==> config.mk <==
export PLATFORM = sky130hd
export DESIGN_NAME = iob_sync_fifo_flat
export DESIGN_NICKNAME = d
export VERILOG_FILES = /design/src/rtl/iob_sync_fifo_if.sv /design/src/rtl/iob_sync_fifo.sv /design/src/flat_wrapper.sv
export SDC_FILE = /design/constraint.sdc
export NUM_CORES = 1
export LEC_CHECK = 0
export ABC_CLOCK_PERIOD_IN_PS = 2900
export CORE_ASPECT_RATIO = 0.6
export CORE_MARGIN = 10
export CORE_UTILIZATION = 35
export DETAILED_ROUTE_END_ITERATION = 6
export SETUP_SLACK_MARGIN = 0.15
export SLEW_MARGIN = 0
export SYNTH_ARGS = -nofsm -noshare
export SYNTH_HDL_FRONTEND = slang
export SYNTH_SLANG_ARGS = --single-unit
==> constraint.sdc <==
create_clock -name clk -period 2.9 [get_ports clk]
set_clock_uncertainty 0.1 [all_clocks]
set_input_delay 0.435 -clock clk [delete_from_list [all_inputs] [get_ports clk]]
set_output_delay 0.435 -clock clk [all_outputs]
set_load 0.02 [all_outputs]
==> src/rtl/iob_sync_fifo_if.sv <==
// ----------------------------------------------------------------------------
// iob_sync_fifo_if
// Groups the handshake and status signals of iob_sync_fifo into one bundle.
//   master modport : the FIFO user (drives w_en/data_in/r_en, observes status)
//   slave  modport : the FIFO itself (receives requests, drives data/status)
// Signals:
//   w_en, data_in        write request and write data
//   r_en, data_out       read request and registered read data
//   full, empty          level == depth / level == 0
//   almost_full/_empty   level >= AF_LEVEL / level <= AE_LEVEL
//   level                number of stored words (ADDR_W+1 bits)
//   overflow/underflow   one-cycle pulses for rejected write/read
// ----------------------------------------------------------------------------
interface iob_sync_fifo_if #(
   parameter int DATA_W = 8,
   parameter int ADDR_W = 4
);
   logic              w_en;
   logic [DATA_W-1:0] data_in;
   logic              r_en;
   logic [DATA_W-1:0] data_out;
   logic              full;
   logic              empty;
   logic              almost_full;
   logic              almost_empty;
   logic [ADDR_W:0]   level;
   logic              overflow;
   logic              underflow;

   modport master (
      output w_en, data_in, r_en,
      input  data_out, full, empty, almost_full, almost_empty, level, overflow, underflow
   );

   modport slave (
      input  w_en, data_in, r_en,
      output data_out, full, empty, almost_full, almost_empty, level, overflow, underflow
   );
endinterface

==> src/rtl/iob_sync_fifo.sv <==
// ----------------------------------------------------------------------------
// iob_sync_fifo
// Single-clock FIFO with registered read data and registered status flags.
// Ports:
//   clk   rising-edge clock
//   rst   asynchronous active-high reset (clears pointers, level, flags,
//         data_out; storage itself is not cleared)
//   fifo  iob_sync_fifo_if.slave bundle (requests in, data/status out)
// Parameters:
//   DATA_W   word width
//   ADDR_W   log2 of depth
//   USE_RAM  1: storage written as a block-RAM style array with a synchronous
//            read port; 0: register array with a mux into a data register.
//            Both give the same cycle behaviour at the ports.
//   AF_LEVEL almost_full threshold (level >= AF_LEVEL)
//   AE_LEVEL almost_empty threshold (level <= AE_LEVEL)
// ----------------------------------------------------------------------------
module iob_sync_fifo #(
   parameter int DATA_W   = 8,
   parameter int ADDR_W   = 4,
   parameter int USE_RAM  = 1,
   parameter int AF_LEVEL = 2**ADDR_W - 2,
   parameter int AE_LEVEL = 2
) (
   input  logic                 clk,
   input  logic                 rst,
   iob_sync_fifo_if.slave       fifo
);

   localparam int                DEPTH   = 2**ADDR_W;
   localparam logic [ADDR_W:0]   DEPTH_L = (ADDR_W+1)'(DEPTH);
   localparam logic [ADDR_W:0]   AF_L    = (ADDR_W+1)'(AF_LEVEL);
   localparam logic [ADDR_W:0]   AE_L    = (ADDR_W+1)'(AE_LEVEL);
   localparam logic [ADDR_W:0]   LVL_ONE = (ADDR_W+1)'(1);
   localparam logic [ADDR_W-1:0] PTR_ONE = ADDR_W'(1);

   logic [ADDR_W-1:0] w_ptr_q, w_ptr_d;
   logic [ADDR_W-1:0] r_ptr_q, r_ptr_d;
   logic [ADDR_W:0]   level_q, level_d;
   logic              full_q, full_d;
   logic              empty_q, empty_d;
   logic              almost_full_q, almost_full_d;
   logic              almost_empty_q, almost_empty_d;
   logic              overflow_q, overflow_d;
   logic              underflow_q, underflow_d;
   logic              wr_acc_s;
   logic              rd_acc_s;
   logic [DATA_W-1:0] rd_data_s;

   // Acceptance: requests are judged against the registered flags only, so a
   // same-cycle read never frees room for a write and vice versa.
   always_comb begin
      wr_acc_s    = fifo.w_en & ~full_q;
      rd_acc_s    = fifo.r_en & ~empty_q;
      overflow_d  = fifo.w_en & full_q;
      underflow_d = fifo.r_en & empty_q;
   end

   // Pointer advance on accepted transfers; natural ADDR_W-bit wrap.
   always_comb begin
      if (wr_acc_s) begin
         w_ptr_d = w_ptr_q + PTR_ONE;
      end else begin
         w_ptr_d = w_ptr_q;
      end
      if (rd_acc_s) begin
         r_ptr_d = r_ptr_q + PTR_ONE;
      end else begin
         r_ptr_d = r_ptr_q;
      end
   end

   // Next level and the flags derived from it, so flags match level each cycle.
   always_comb begin
      case ({wr_acc_s, rd_acc_s})
         2'b10:   level_d = level_q + LVL_ONE;
         2'b01:   level_d = level_q - LVL_ONE;
         default: level_d = level_q;
      endcase
      full_d         = (level_d == DEPTH_L);
      empty_d        = (level_d == {(ADDR_W+1){1'b0}});
      almost_full_d  = (level_d >= AF_L);
      almost_empty_d = (level_d <= AE_L);
   end

   // Control state registers with asynchronous reset.
   always_ff @(posedge clk or posedge rst) begin
      if (rst) begin
         w_ptr_q        <= {ADDR_W{1'b0}};
         r_ptr_q        <= {ADDR_W{1'b0}};
         level_q        <= {(ADDR_W+1){1'b0}};
         full_q         <= 1'b0;
         empty_q        <= 1'b1;
         almost_full_q  <= 1'b0;
         almost_empty_q <= 1'b1;
         overflow_q     <= 1'b0;
         underflow_q    <= 1'b0;
      end else begin
         w_ptr_q        <= w_ptr_d;
         r_ptr_q        <= r_ptr_d;
         level_q        <= level_d;
         full_q         <= full_d;
         empty_q        <= empty_d;
         almost_full_q  <= almost_full_d;
         almost_empty_q <= almost_empty_d;
         overflow_q     <= overflow_d;
         underflow_q    <= underflow_d;
      end
   end

   if (USE_RAM != 0) begin : g_ram
      logic [DATA_W-1:0] mem [DEPTH];
      logic [DATA_W-1:0] ram_dout_q;
      logic              dout_vld_q, dout_vld_d;

      // RAM port: write plus read-first synchronous read; no reset on the array.
      always_ff @(posedge clk) begin
         if (wr_acc_s) begin
            mem[w_ptr_q] <= fifo.data_in;
         end
         if (rd_acc_s) begin
            ram_dout_q <= mem[r_ptr_q];
         end
      end

      // The RAM output latch cannot be reset, so a valid flag forces zero
      // until the first read after reset.
      always_comb begin
         dout_vld_d = dout_vld_q | rd_acc_s;
      end

      // Valid flag register.
      always_ff @(posedge clk or posedge rst) begin
         if (rst) begin
            dout_vld_q <= 1'b0;
         end else begin
            dout_vld_q <= dout_vld_d;
         end
      end

      assign rd_data_s = dout_vld_q ? ram_dout_q : {DATA_W{1'b0}};
   end else begin : g_reg
      logic [DATA_W-1:0] mem_q [DEPTH];
      logic [DATA_W-1:0] data_out_q, data_out_d;

      // Register-array storage write; contents are not reset.
      always_ff @(posedge clk) begin
         if (wr_acc_s) begin
            mem_q[w_ptr_q] <= fifo.data_in;
         end
      end

      // Read mux into the output register; hold when no read is accepted.
      always_comb begin
         if (rd_acc_s) begin
            data_out_d = mem_q[r_ptr_q];
         end else begin
            data_out_d = data_out_q;
         end
      end

      // Output data register.
      always_ff @(posedge clk or posedge rst) begin
         if (rst) begin
            data_out_q <= {DATA_W{1'b0}};
         end else begin
            data_out_q <= data_out_d;
         end
      end

      assign rd_data_s = data_out_q;
   end

   assign fifo.data_out     = rd_data_s;
   assign fifo.full         = full_q;
   assign fifo.empty        = empty_q;
   assign fifo.almost_full  = almost_full_q;
   assign fifo.almost_empty = almost_empty_q;
   assign fifo.level        = level_q;
   assign fifo.overflow     = overflow_q;
   assign fifo.underflow    = underflow_q;

endmodule

==> src/flat_wrapper.sv <==
// flat-port wrapper written by rule: the top's interface ports become plain ports
module iob_sync_fifo_flat 
#(
   parameter int DATA_W   = 8,
   parameter int ADDR_W   = 4,
   parameter int USE_RAM  = 1,
   parameter int AF_LEVEL = 2**ADDR_W - 2,
   parameter int AE_LEVEL = 2
)
  (clk, rst, fifo_w_en, fifo_data_in, fifo_r_en, fifo_data_out, fifo_full, fifo_empty, fifo_almost_full, fifo_almost_empty, fifo_level, fifo_overflow, fifo_underflow);
  iob_sync_fifo_if #(.DATA_W(DATA_W), .ADDR_W(ADDR_W)) fifo_i ();
  input  logic clk;
  input  logic rst;
  input wire logic [$bits(fifo_i.w_en)-1:0] fifo_w_en;
  input wire logic [$bits(fifo_i.data_in)-1:0] fifo_data_in;
  input wire logic [$bits(fifo_i.r_en)-1:0] fifo_r_en;
  output wire logic [$bits(fifo_i.data_out)-1:0] fifo_data_out;
  output wire logic [$bits(fifo_i.full)-1:0] fifo_full;
  output wire logic [$bits(fifo_i.empty)-1:0] fifo_empty;
  output wire logic [$bits(fifo_i.almost_full)-1:0] fifo_almost_full;
  output wire logic [$bits(fifo_i.almost_empty)-1:0] fifo_almost_empty;
  output wire logic [$bits(fifo_i.level)-1:0] fifo_level;
  output wire logic [$bits(fifo_i.overflow)-1:0] fifo_overflow;
  output wire logic [$bits(fifo_i.underflow)-1:0] fifo_underflow;
  assign fifo_i.w_en = fifo_w_en;
  assign fifo_i.data_in = fifo_data_in;
  assign fifo_i.r_en = fifo_r_en;
  assign fifo_data_out = fifo_i.data_out;
  assign fifo_full = fifo_i.full;
  assign fifo_empty = fifo_i.empty;
  assign fifo_almost_full = fifo_i.almost_full;
  assign fifo_almost_empty = fifo_i.almost_empty;
  assign fifo_level = fifo_i.level;
  assign fifo_overflow = fifo_i.overflow;
  assign fifo_underflow = fifo_i.underflow;
  iob_sync_fifo #(.DATA_W(DATA_W), .ADDR_W(ADDR_W), .USE_RAM(USE_RAM), .AF_LEVEL(AF_LEVEL), .AE_LEVEL(AE_LEVEL)) u_core (.clk(clk), .rst(rst), .fifo(fifo_i));
endmodule
==> metrics.txt, run 1 <==
grt ovf 0; ANT cells 0; Setup WS post-layout 0.388 ns; H-tree Lvls 4; RSZ-0062 raised after global routing no; Port Buffers 30; Async SR Flop Fraction 12.8%; cell count after placement 580; Avg Inst Size Synth between 20 and 25 um2; number of synthesized register bits between 150 and 200; die width ~190 um; Final Hold Vio Count 0; fraction of layout cells with a size suffix above 1 18.5%; Synth Instances 311; clk_lat worst skew 0.42 ns; final period utilization 86.6%; initial core utilization 36.3%; met1 global-route usage 17.1%; Via Count 3043; CTS tree built; Hold Crit Class input pin to async pin; Post-Syn Nets 331; post-CTS setup buffers 0; Slew Limit Fails 0; Clock Sinks 156; WP data arrival 2.74 ns; Power Density ~1000 nW/um2; Core Region about 17000 um2; CP Capture Type register; deepest clock path buffer count 2; R2R setup slack 0.47 ns; crit path max fanout 4; crit path launch type input pin; max_cap viols 0; Final nets 385; Final Util 43.5%; TritonCTS buffer count 17; synthesis-to-finish area growth 19.8%; Leak between 2 and 3 nW; relative slew slack 46.1%; Worst VDD drop around 360 uV; vias in the first global route 3037; Detailed Place HPWL 8.22 mm; sequential fraction of the synthesis area 72.4%; pre-CTS worst setup slack -0.0335 ns; Gates resized, CTS repair 0; Worst Max-Slew Pin Slew 0.808 ns; critical path class input pin to register; GPL Wtd Cong 0.754; Vias/cell 4.97; clock-pin slew on the worst setup and hold paths 0.07 ns; met3 usage 2.74%; Routed wire per std cell 21.2 um; Synth Flop Type edfxtp_1; CTS Hold Buffers Added 0; CTS Root Cell clkbuf_16; Mapped Area 6330 um2; largest net degree at the start of global routing 36; status complete, no violations; DIE HEIGHT 124 um; DRT iter0 DRCs 235; row count 37; number of synthesized flops with an enable pin approximately 140; total power roughly 0.0076 W; initial antenna violation count 0; FMAX 398 MHz; Worst Path Required 3.13 ns; M2 GR Usage 14.0%; fillers 1486; first-pass GRT wire length between 15 and 20 mm; # setup viols final 0; io pins 31; Synth cell types 36; Detailed Route WL roughly 13 mm; minimum clock period between 2 and 3 ns; DRC Markers 0; total track usage 10.8%; Antenna Nets Post-Route 0; GR peak layer met1; worst reg-to-reg path cell count 11; Die Area approximately 24000 um2; yosys warns 0; iteration count of the initial detailed-routing pass 4; fin cells 612
[metal layers]
metal  part of all wire (%)  vias up  routed length (um)
met5                      0        -                   0
met4                   0.83        0                 108
met3                    5.1       10                 658
met2                     42       73                5420
met1                     52     1589                6800
li1                       -     1371                   -
[placed cells by master (no fill, tap or decap), types with 2 or more instances in the layout]
| cell type | instances |
|---|---|
| nand2_1 | 8 |
| xor2_1 | 4 |
| nor3_1 | 5 |
| and2_1 | 10 |
| inv_6 | 6 |
| mux4_2 | 10 |
| mux4_1 | 30 |
| buf_4 | 21 |
| clkinvlp_4 | 4 |
| o21ai_0 | 3 |
| a21oi_1 | 2 |
| nand2b_1 | 3 |
| nor2b_1 | 5 |
| a31oi_1 | 4 |
| nand4_1 | 2 |
| inv_8 | 2 |
| edfxtp_1 | 136 |
| dfrtp_1 | 18 |
| a211oi_1 | 2 |
| dfstp_2 | 2 |
| inv_1 | 8 |
| clkdlybuf4s50_1 | 30 |
| nor2_1 | 14 |
| ha_1 | 8 |
| xnor2_1 | 8 |
| clkbuf_16 | 17 |
| mux2_2 | 2 |
[registers in the layout, indices dropped and copies added (netlist names), 4 cells and up]
signal,flops
u_core.g_ram.mem,128
u_core.g_ram.ram_dout_q,8
u_core.fifo.level,5
u_core.r_ptr_q,4
u_core.w_ptr_q,4
[final cells by class]
type,instances,area (um2),share of cell area (%)
Clock inverter,15,156,2.06
Timing Repair Buffer,52,478,6.30
Clock buffer,17,425,5.61
Tap cell,234,293,3.86
Inverter,8,30.0,0.396
Multi-Input combinational cell,130,1620,21.3
Sequential cell,156,4590,60.4
[path summary, 6_finish.rpt]
check / from / endpoint
worst min register to register: u_core.fifo.full$_DFF_PP0_ / u_core.fifo.overflow$_DFF_PP0_
worst max-delay path: fifo_w_en / u_core.fifo.empty$_DFF_PP1_
worst min-delay path: rst / u_core.r_ptr_q[0]$_DFFE_PP0P_
max in group asynchronous: rst / u_core.fifo.level[1]$_DFF_PP0_
worst max register to register: u_core.fifo.full$_DFF_PP0_ / u_core.fifo.empty$_DFF_PP1_
min in group clk: u_core.fifo.full$_DFF_PP0_ / u_core.fifo.overflow$_DFF_PP0_
[cells in the mapped netlist (all sizes together) (4+ instances only)]
| master | count | area (um2) |
|---|---|---|
| nor2b | 5 | 31.3 |
| and2 | 10 | 62.6 |
| nand2 | 8 | 30.0 |
| inv | 8 | 30.0 |
| nor2 | 14 | 52.6 |
| a31oi | 4 | 25.0 |
| xnor2 | 8 | 70.1 |
| clkbuf | 11 | 41.3 |
| ha | 8 | 100 |
| xor2 | 4 | 35.0 |
| buf | 6 | 57.5 |
| dfrtp | 18 | 450 |
| edfxtp | 136 | 4080 |
| nor3 | 5 | 25.0 |
| mux4 | 40 | 1010 |
[cell families after synthesis]
group           count (synthesis)  share of synthesized area [%]
xor+xnor                       12                           1.66
buf+inv                        25                           2.03
flops                         156                           72.4
mux                            42                           16.4
simple gates                   54                           4.56
compound gates                 14                           1.40
fa+ha+maj                       8                           1.58
[through the flow]
stage | setup TNS [ns] | cell area [um2] | hold slack (ns)
4_1_cts | 0 | 7590 | 0.429
3_3_place_gp | 0 | 7010 | 0.435
5_1_grt | 0 | 7590 | 0.475
2_1_floorplan | 0 | 6330 | 0.297
3_5_place_dp | -0.0335 | 7010 | 0.421
6_report | 0 | 7590 | 0.383
[critical path, cell delays in order]
cell             delay [ns]
clkdlybuf4s50_1        0.46
nor2b_1                0.16
inv_1                  0.11
ha_1                   0.22
xor2_1                 0.15
ha_1                   0.22
a21oi_1                0.13
nor2b_1                0.06
o211ai_1               0.18
xor2_1                 0.31
inv_1                  0.10
a211oi_1               0.20
[report_power, final]
part | internal, W | switching, W | leakage, nW
clock | 0.00121 | 0.000954 | 0.274
sequential | 0.00286 | 0.000252 | 1.47
combinational | 0.00112 | 0.00120 | 0.874
Power figures use the tool's default switching activity.
==> run 2, diff against run 1 <==
ABC_AREA = 1   (was default)
CORE_MARGIN = 5   (was 10)
==> metrics.txt, run 2 <==
status complete, no violations; Die Area 21000 um2 (-13%); Flop pwr share 38.4% (-2.5 points); GPL Wtd Cong 0.899 (+19%); deepest clock path buffer count 2 (unchanged); post-synthesis mux area share 0% (-16 points); Synth area leaders edfxtp_1 64%, dfrtp_1 7.1%, nor2_1 5.1%; grt ovf 0 (unchanged); Final nets 574 (+49%); critical path class input pin to register; CP max stage delay 0.47 ns (about the same); most used cell, CP nand2_1; cell count after placement 775 (+34%); Pint 0.00505 W (-2.7%); Synth cell types 30 (-17%); ANT cells 0 (unchanged); CP Capture Type register; commonest non-fill, non-tap cells in the layout 136 x edfxtp_1, 87 x nor2_1, 64 x o21ai_0; max_cap viols 0 (unchanged); fillers 1668 (+12%); TritonCTS buffer count 17 (unchanged); Detailed Place HPWL 9.89 mm (+20%); DRT iter0 DRCs 343 (+46%); Worst Max-Slew Pin Slew 0.808 ns (-0.000306 ns); Synth Instances 504 (+62%); clock group share of total power 26.5% (-2.0 points); Routed wire per std cell 18.3 um (-14%); combinational power share 35.1% (+4.5 points); first-pass GRT wire length 22.9 mm (+16%); Port Buffers 30 (unchanged); relative slew slack 46.1% (about the same); Synth Area in Simple Gates 10.3% (+5.7 points); die width 184 um (-5.0%); fin cells 806 (+32%); Gates resized, CTS repair 0 (unchanged); fraction of layout cells with a size suffix above 1 11.8% (-6.7 points); Vias/cell 5.12 (+3.0%); clk_lat worst skew 0.41 ns (about the same); CP cell instances clkdlybuf4s50_1, inv_1, nor2_2, inv_1, ha_1, nor2_1, nor2_4, ha_1, inv_1, nand2_1, nand3_1, nand2_1, nand2_1, nand2_1, a21boi_1, nor2_1; row count 38 (+2.7%); xor and xnor area share after synthesis 1.50% (-0.16 points); largest net degree at the start of global routing 45 (+25%); Async SR Flop Fraction 12.8% (unchanged); Synth Area in Compound Gates 10.6% (+9.2 points); H-tree Lvls 4 (unchanged); Power Density 1050 nW/um2 (+4.3%); # setup viols final 0 (unchanged); most instantiated cells after synthesis 136 x edfxtp_1, 87 x nor2_1, 64 x o21ai_0, 51 x nand2_1, 27 x inv_1; Post-Syn Nets 524 (+58%); WP data arrival 2.60 ns (-0.14 ns); crit path launch type input pin; number of synthesized register bits 156 (unchanged); Worst VDD drop 558 uV (+56%); DRC Markers 0 (unchanged); Synth Area in Adders 1.57% (-0.0056 points); largest registers u_core.g_ram.mem: 128 flops, u_core.g_ram.ram_dout_q: 8 flops, u_core.fifo.level: 5 flops; Detailed Route WL 14.8 mm (+14%); final period utilization 83.1% (-3.5 points); Antenna Nets Post-Route 0 (unchanged); largest family of logic cells by synthesized area compound AO/OA/AOI/OAI gates; Leak 2.74 nW (+4.6%); initial antenna violation count 0 (unchanged); design area 7600 um2 (about the same); CTS Hold Buffers Added 0 (unchanged); Clock Sinks 156 (unchanged); CP Buf/Inv Count 4 (+1); Hold Crit Class input pin to async pin; yosys warns 0 (unchanged); sequential fraction of the synthesis area 72.2% (-0.26 points); CTS tree built; Avg Inst Size Synth 12.6 um2 (-38%); most flop-heavy register u_core.g_ram.mem; Final Hold Vio Count 0 (unchanged); Setup WS post-layout 0.489 ns (+0.101 ns); RSZ-0062 raised after global routing no; synthesis-to-finish area growth 19.5%; Cell Area, Placed 7040 um2 (+0.43%); Slew Limit Fails 0 (unchanged); post-CTS setup buffers 0 (unchanged); total track usage 14.5% (+3.7 points); most common cell after layout, fill and taps aside edfxtp_1; Synth top area share 64.2% (-0.23 points); DIE HEIGHT 114 um (-7.9%); CP top delay family simple AND/OR/NAND/NOR gates; vias in the first global route 3830 (+26%); Via Count 4127 (+36%); clock-pin slew on the worst setup and hold paths 0.06 ns (about the same); cell accounting for the most synthesized area edfxtp_1; CTS Root Cell clkbuf_16; critical path's slowest cell clkdlybuf4s50_1; Core Region 18000 um2 (+3.0%); FMAX 415 MHz (+4.2%); initial core utilization 35.4% (-0.92 points); Mapped Area 6360 um2 (+0.36%); TNS Setup 0 ns (unchanged); pre-CTS worst setup slack 0.0840 ns (+0.118 ns); count leader, synth edfxtp_1; iteration count of the initial detailed-routing pass 6 (+2); minimum clock period 2.41 ns (-0.101 ns); flip-flop count of the largest register after layout 128 (unchanged); Worst Path Required 3.09 ns (-0.04 ns); number of synthesized flops with an enable pin 136 (unchanged); Switching Share 36.4% (+4.7 points); Hold WS 0.384 ns (+0.000998 ns); Synth Flop Type edfxtp_1; Switching Power 0.00289 W (+20%); io pins 31 (unchanged); crit path max fanout 7 (+3)
run 2: path summary, 6_finish.rpt:
check / start / end / slack (ns) / cells past startpoint
setup / recovery: fifo_w_en / u_core.fifo.full$_DFF_PP0_ / 0.49 / 16
setup reg to reg: u_core.fifo.full$_DFF_PP0_ / u_core.fifo.full$_DFF_PP0_ / 0.60 / 14
hold / removal: rst / u_core.fifo.underflow$_DFF_PP0_ / 0.38 / 2
hold reg to reg: u_core.fifo.full$_DFF_PP0_ / u_core.fifo.overflow$_DFF_PP0_ / 0.42 / 2
min in group clk: u_core.fifo.full$_DFF_PP0_ / u_core.fifo.overflow$_DFF_PP0_ / 0.42 / 2
max in group asynchronous: rst / u_core.r_ptr_q[0]$_DFFE_PP0P_ / 1.76 / 2
run 2: layer usage:
layer  part of all wire [%]  wire length (um)  vias to the layer above  GRT usage (%)
li1                       -                 -                     1915              -
met1                     51              7470                     2042           23.3
met2                     41              6030                      159           19.7
met3                    7.7              1140                       11           3.30
met4                   0.79               116                        0           3.64
met5                      0                 0                        -              0
run 2: worst register-to-register path: cells and delay by family, from the launching register on:
kind            cells  cell delay [ns]
compound gates      1             0.20
fa+ha+maj           2             0.47
flops               1             0.40
simple gates        9             0.89
buf+inv             2             0.13
run 2: kinds of logic after synthesis:
| logic type | after synthesis |
|---|---|
| XOR/XNOR | 10 |
| AND/OR/NAND/NOR | 161 |
| adder cells (fa/ha/maj) | 8 |
| AO/OA/AOI/OAI | 110 |
| flip-flops | 156 |
| buffers and inverters | 59 |
run 2: through the flow:
stage / total power, W / utilization (%)
floorplan: 0.00481 / -
global placement: 0.00581 / 39.2
detailed placement: 0.00587 / 39.2
CTS: 0.00797 / 42.3
global route: 0.00842 / 42.3
finish: 0.00794 / 42.3
run 2: layout make-up:
class | count | area [um2] | area share, %
Clock buffer | 20 | 437 | 5.75
Inverter | 33 | 124 | 1.63
Multi-Input combinational cell | 289 | 1520 | 20.0
Clock inverter | 11 | 123 | 1.61
Timing Repair Buffer | 57 | 503 | 6.62
Sequential cell | 156 | 4590 | 60.4
Tap cell | 240 | 300 | 3.95
run 2: power groups by stage:
stage / Sequential (W) / Combinational (W) / Clock (W)
2_1_floorplan: 0.00310 / 0.00171 / 0
3_3_place_gp: 0.00309 / 0.00272 / 0
3_5_place_dp: 0.00309 / 0.00277 / 0
4_1_cts: 0.00305 / 0.00278 / 0.00214
5_1_grt: 0.00309 / 0.00309 / 0.00224
6_report: 0.00305 / 0.00279 / 0.00210
==> run 3, diff against run 2 <==
ABC_CLOCK_PERIOD_IN_PS = 2400   (was 2900)
clock period = 2.4 ns   (was 2.9 ns; I/O delays follow)
==> metrics.txt, run 3 (synthesis results as in run 2) <==
synthesis-to-finish area growth 21.4%; Power Density 1270 nW/um2 (+22%); Detailed Route WL 15.1 mm (+2.5%); Worst Max-Slew Pin Slew 0.856 ns (+0.0480 ns); clock-pin slew on the worst setup and hold paths 0.06 ns (about the same); max_cap viols 0 (unchanged); Clock Sinks 156 (unchanged); CP Buf/Inv Count 2 (-2); Leak 2.79 nW (+2.0%); clk_lat worst skew 0.42 ns (about the same); R2R setup slack 0.33 ns (-0.27 ns); TritonCTS buffer count 17 (unchanged); deepest clock path buffer count 2 (unchanged); Cell Area, Placed 7100 um2 (+0.89%); Routed wire per std cell 18.6 um (+1.6%); ANT cells 0 (unchanged); design area 7710 um2 (+1.6%); Worst VDD drop 510 uV (-8.6%); CP max stage delay 0.60 ns (+0.13 ns); final period utilization 87.3%; crit path launch type register; M1 wire length 7.46 mm (about the same); Met3 Routed Length 1.07 mm (-6.6%); CP Capture Type primary output; commonest non-fill, non-tap cells in the layout 136 x edfxtp_1, 85 x nor2_1, 64 x o21ai_0; flip-flop count of the largest register after layout 128 (unchanged); most common cell after layout, fill and taps aside edfxtp_1; CTS Root Cell clkbuf_16; most flop-heavy register u_core.g_ram.mem; row count 38 (unchanged); CTS Hold Buffers Added 0 (unchanged); Port Buffers 30 (unchanged); crit path max fanout 9 (+2); H-tree Lvls 4 (unchanged); uppermost layer routed met4; critical path's slowest cell clkdlybuf4s50_1; initial antenna violation count 0 (unchanged); relative slew slack 42.9% (-3.2 points); total track usage 14.9% (+0.37 points); Core Region 18000 um2 (unchanged); CTS tree built; status complete, no violations; GPL Wtd Cong 0.886 (-1.5%); Via Count 4184 (+1.4%); Hold WS 0.325 ns (-0.0582 ns); vias in the first global route 4107 (+7.2%); CP cell instances nand2_1, inv_1, clkdlybuf4s50_1; io pins 31 (unchanged); initial core utilization 35.4% (unchanged); die width 184 um (unchanged); fillers 1641 (-1.6%); WP data arrival 1.63 ns (-0.97 ns); fraction of layout cells with a size suffix above 1 14.0% (+2.1 points); Worst Path Required 1.94 ns (-1.15 ns); cell count after placement 780 (+0.65%); largest net degree at the start of global routing 68 (+51%); Hold Crit Class input pin to async pin; grt ovf 0 (unchanged); first-pass GRT wire length 23.8 mm (+3.9%); # setup viols final 0 (unchanged); CP top delay family buffers and inverters; critical path class register to primary output; minimum clock period 2.09 ns; Vias/cell 5.15 (+0.51%); Final Hold Vio Count 0 (unchanged); Met2 Routed Length 6.47 mm (+7.2%); iteration count of the initial detailed-routing pass 5 (-1); DRT iter0 DRCs 419 (+22%); DRC Markers 0 (unchanged); Die Area 21000 um2 (unchanged); Slew Limit Fails 0 (unchanged); DIE HEIGHT 114 um (unchanged); TNS Setup 0 ns (unchanged); Detailed Place HPWL 9.89 mm (about the same); fin cells 813 (+0.87%); Antenna Nets Post-Route 0 (unchanged); Final nets 580 (+1.0%); largest registers u_core.g_ram.mem: 128 flops, u_core.g_ram.ram_dout_q: 8 flops, u_core.fifo.level: 5 flops; FMAX 477 MHz; RSZ-0062 raised after global routing no
## run 3: cell types whose count changed in the layout (fill, tap and decap cells not counted)
cell,delta
nor2_1,-2
ha_4,+1
nor2_2,-1
buf_4,+5
ha_1,-1
clkinv_2,-1
nor2_4,+3
inv_8,+1
inv_6,+5
clkinvlp_4,+1
buf_12,+1
clkinv_4,-2
clkbuf_1,-3
## run 3: final timing paths
check	to	startpoint	cells past startpoint
min	u_core.r_ptr_q[3]$_DFFE_PP0P_	rst	2
max reg2reg	u_core.g_ram.ram_dout_q[6]$_DFFE_PP_	u_core.r_ptr_q[0]$_DFFE_PP0P_	6
max in group asynchronous	u_core.r_ptr_q[0]$_DFFE_PP0P_	rst	2
min in group clk	u_core.fifo.underflow$_DFF_PP0_	fifo_r_en	3
min reg2reg	u_core.fifo.underflow$_DFF_PP0_	u_core.fifo.empty$_DFF_PP1_	2
max	fifo_data_out[3]	u_core.g_ram.dout_vld_q$_DFF_PP0_	3
## run 3: stage by stage
step                      worst slack, ns  power [W]  utilization, %
after floorplan                     0.168    0.00582               -
after global placement             -0.123    0.00702            39.5
after detailed placement           -0.170    0.00711            39.5
after CTS                           0.237    0.00980            42.8
after global routing                0.134     0.0104            42.9
final                               0.305    0.00982            42.9
## run 3: per-layer routing
layer | vias to the layer above | global-route usage [%]
met4 | 0 | 3.79
met5 | - | 0
met2 | 175 | 21.0
li1 | 1923 | -
met1 | 2069 | 22.9
met3 | 17 | 3.87
## run 3: report_power, final
part	total, W	switching (W)	internal [W]	leakage (nW)
clock network	0.00268	0.00113	0.00155	0.278
registers	0.00368	0.000229	0.00346	1.47
logic	0.00345	0.00227	0.00118	1.04
## run 3: layout make-up
cell class	instances	area, um2	area share (%)
well taps	240	300	3.89
multi-input cells	289	1550	20.1
repair buffers	63	561	7.27
clock inverters	15	163	2.11
clock buffers	17	425	5.51
inverters	33	124	1.61
flip-flops and latches	156	4590	59.5
## run 3: what timing repair did
item / 4_1_cts / 5_1_grt
setup endpoints to repair: 0 / 4
setup buffers: 0 / 1
resized for setup: 0 / 4
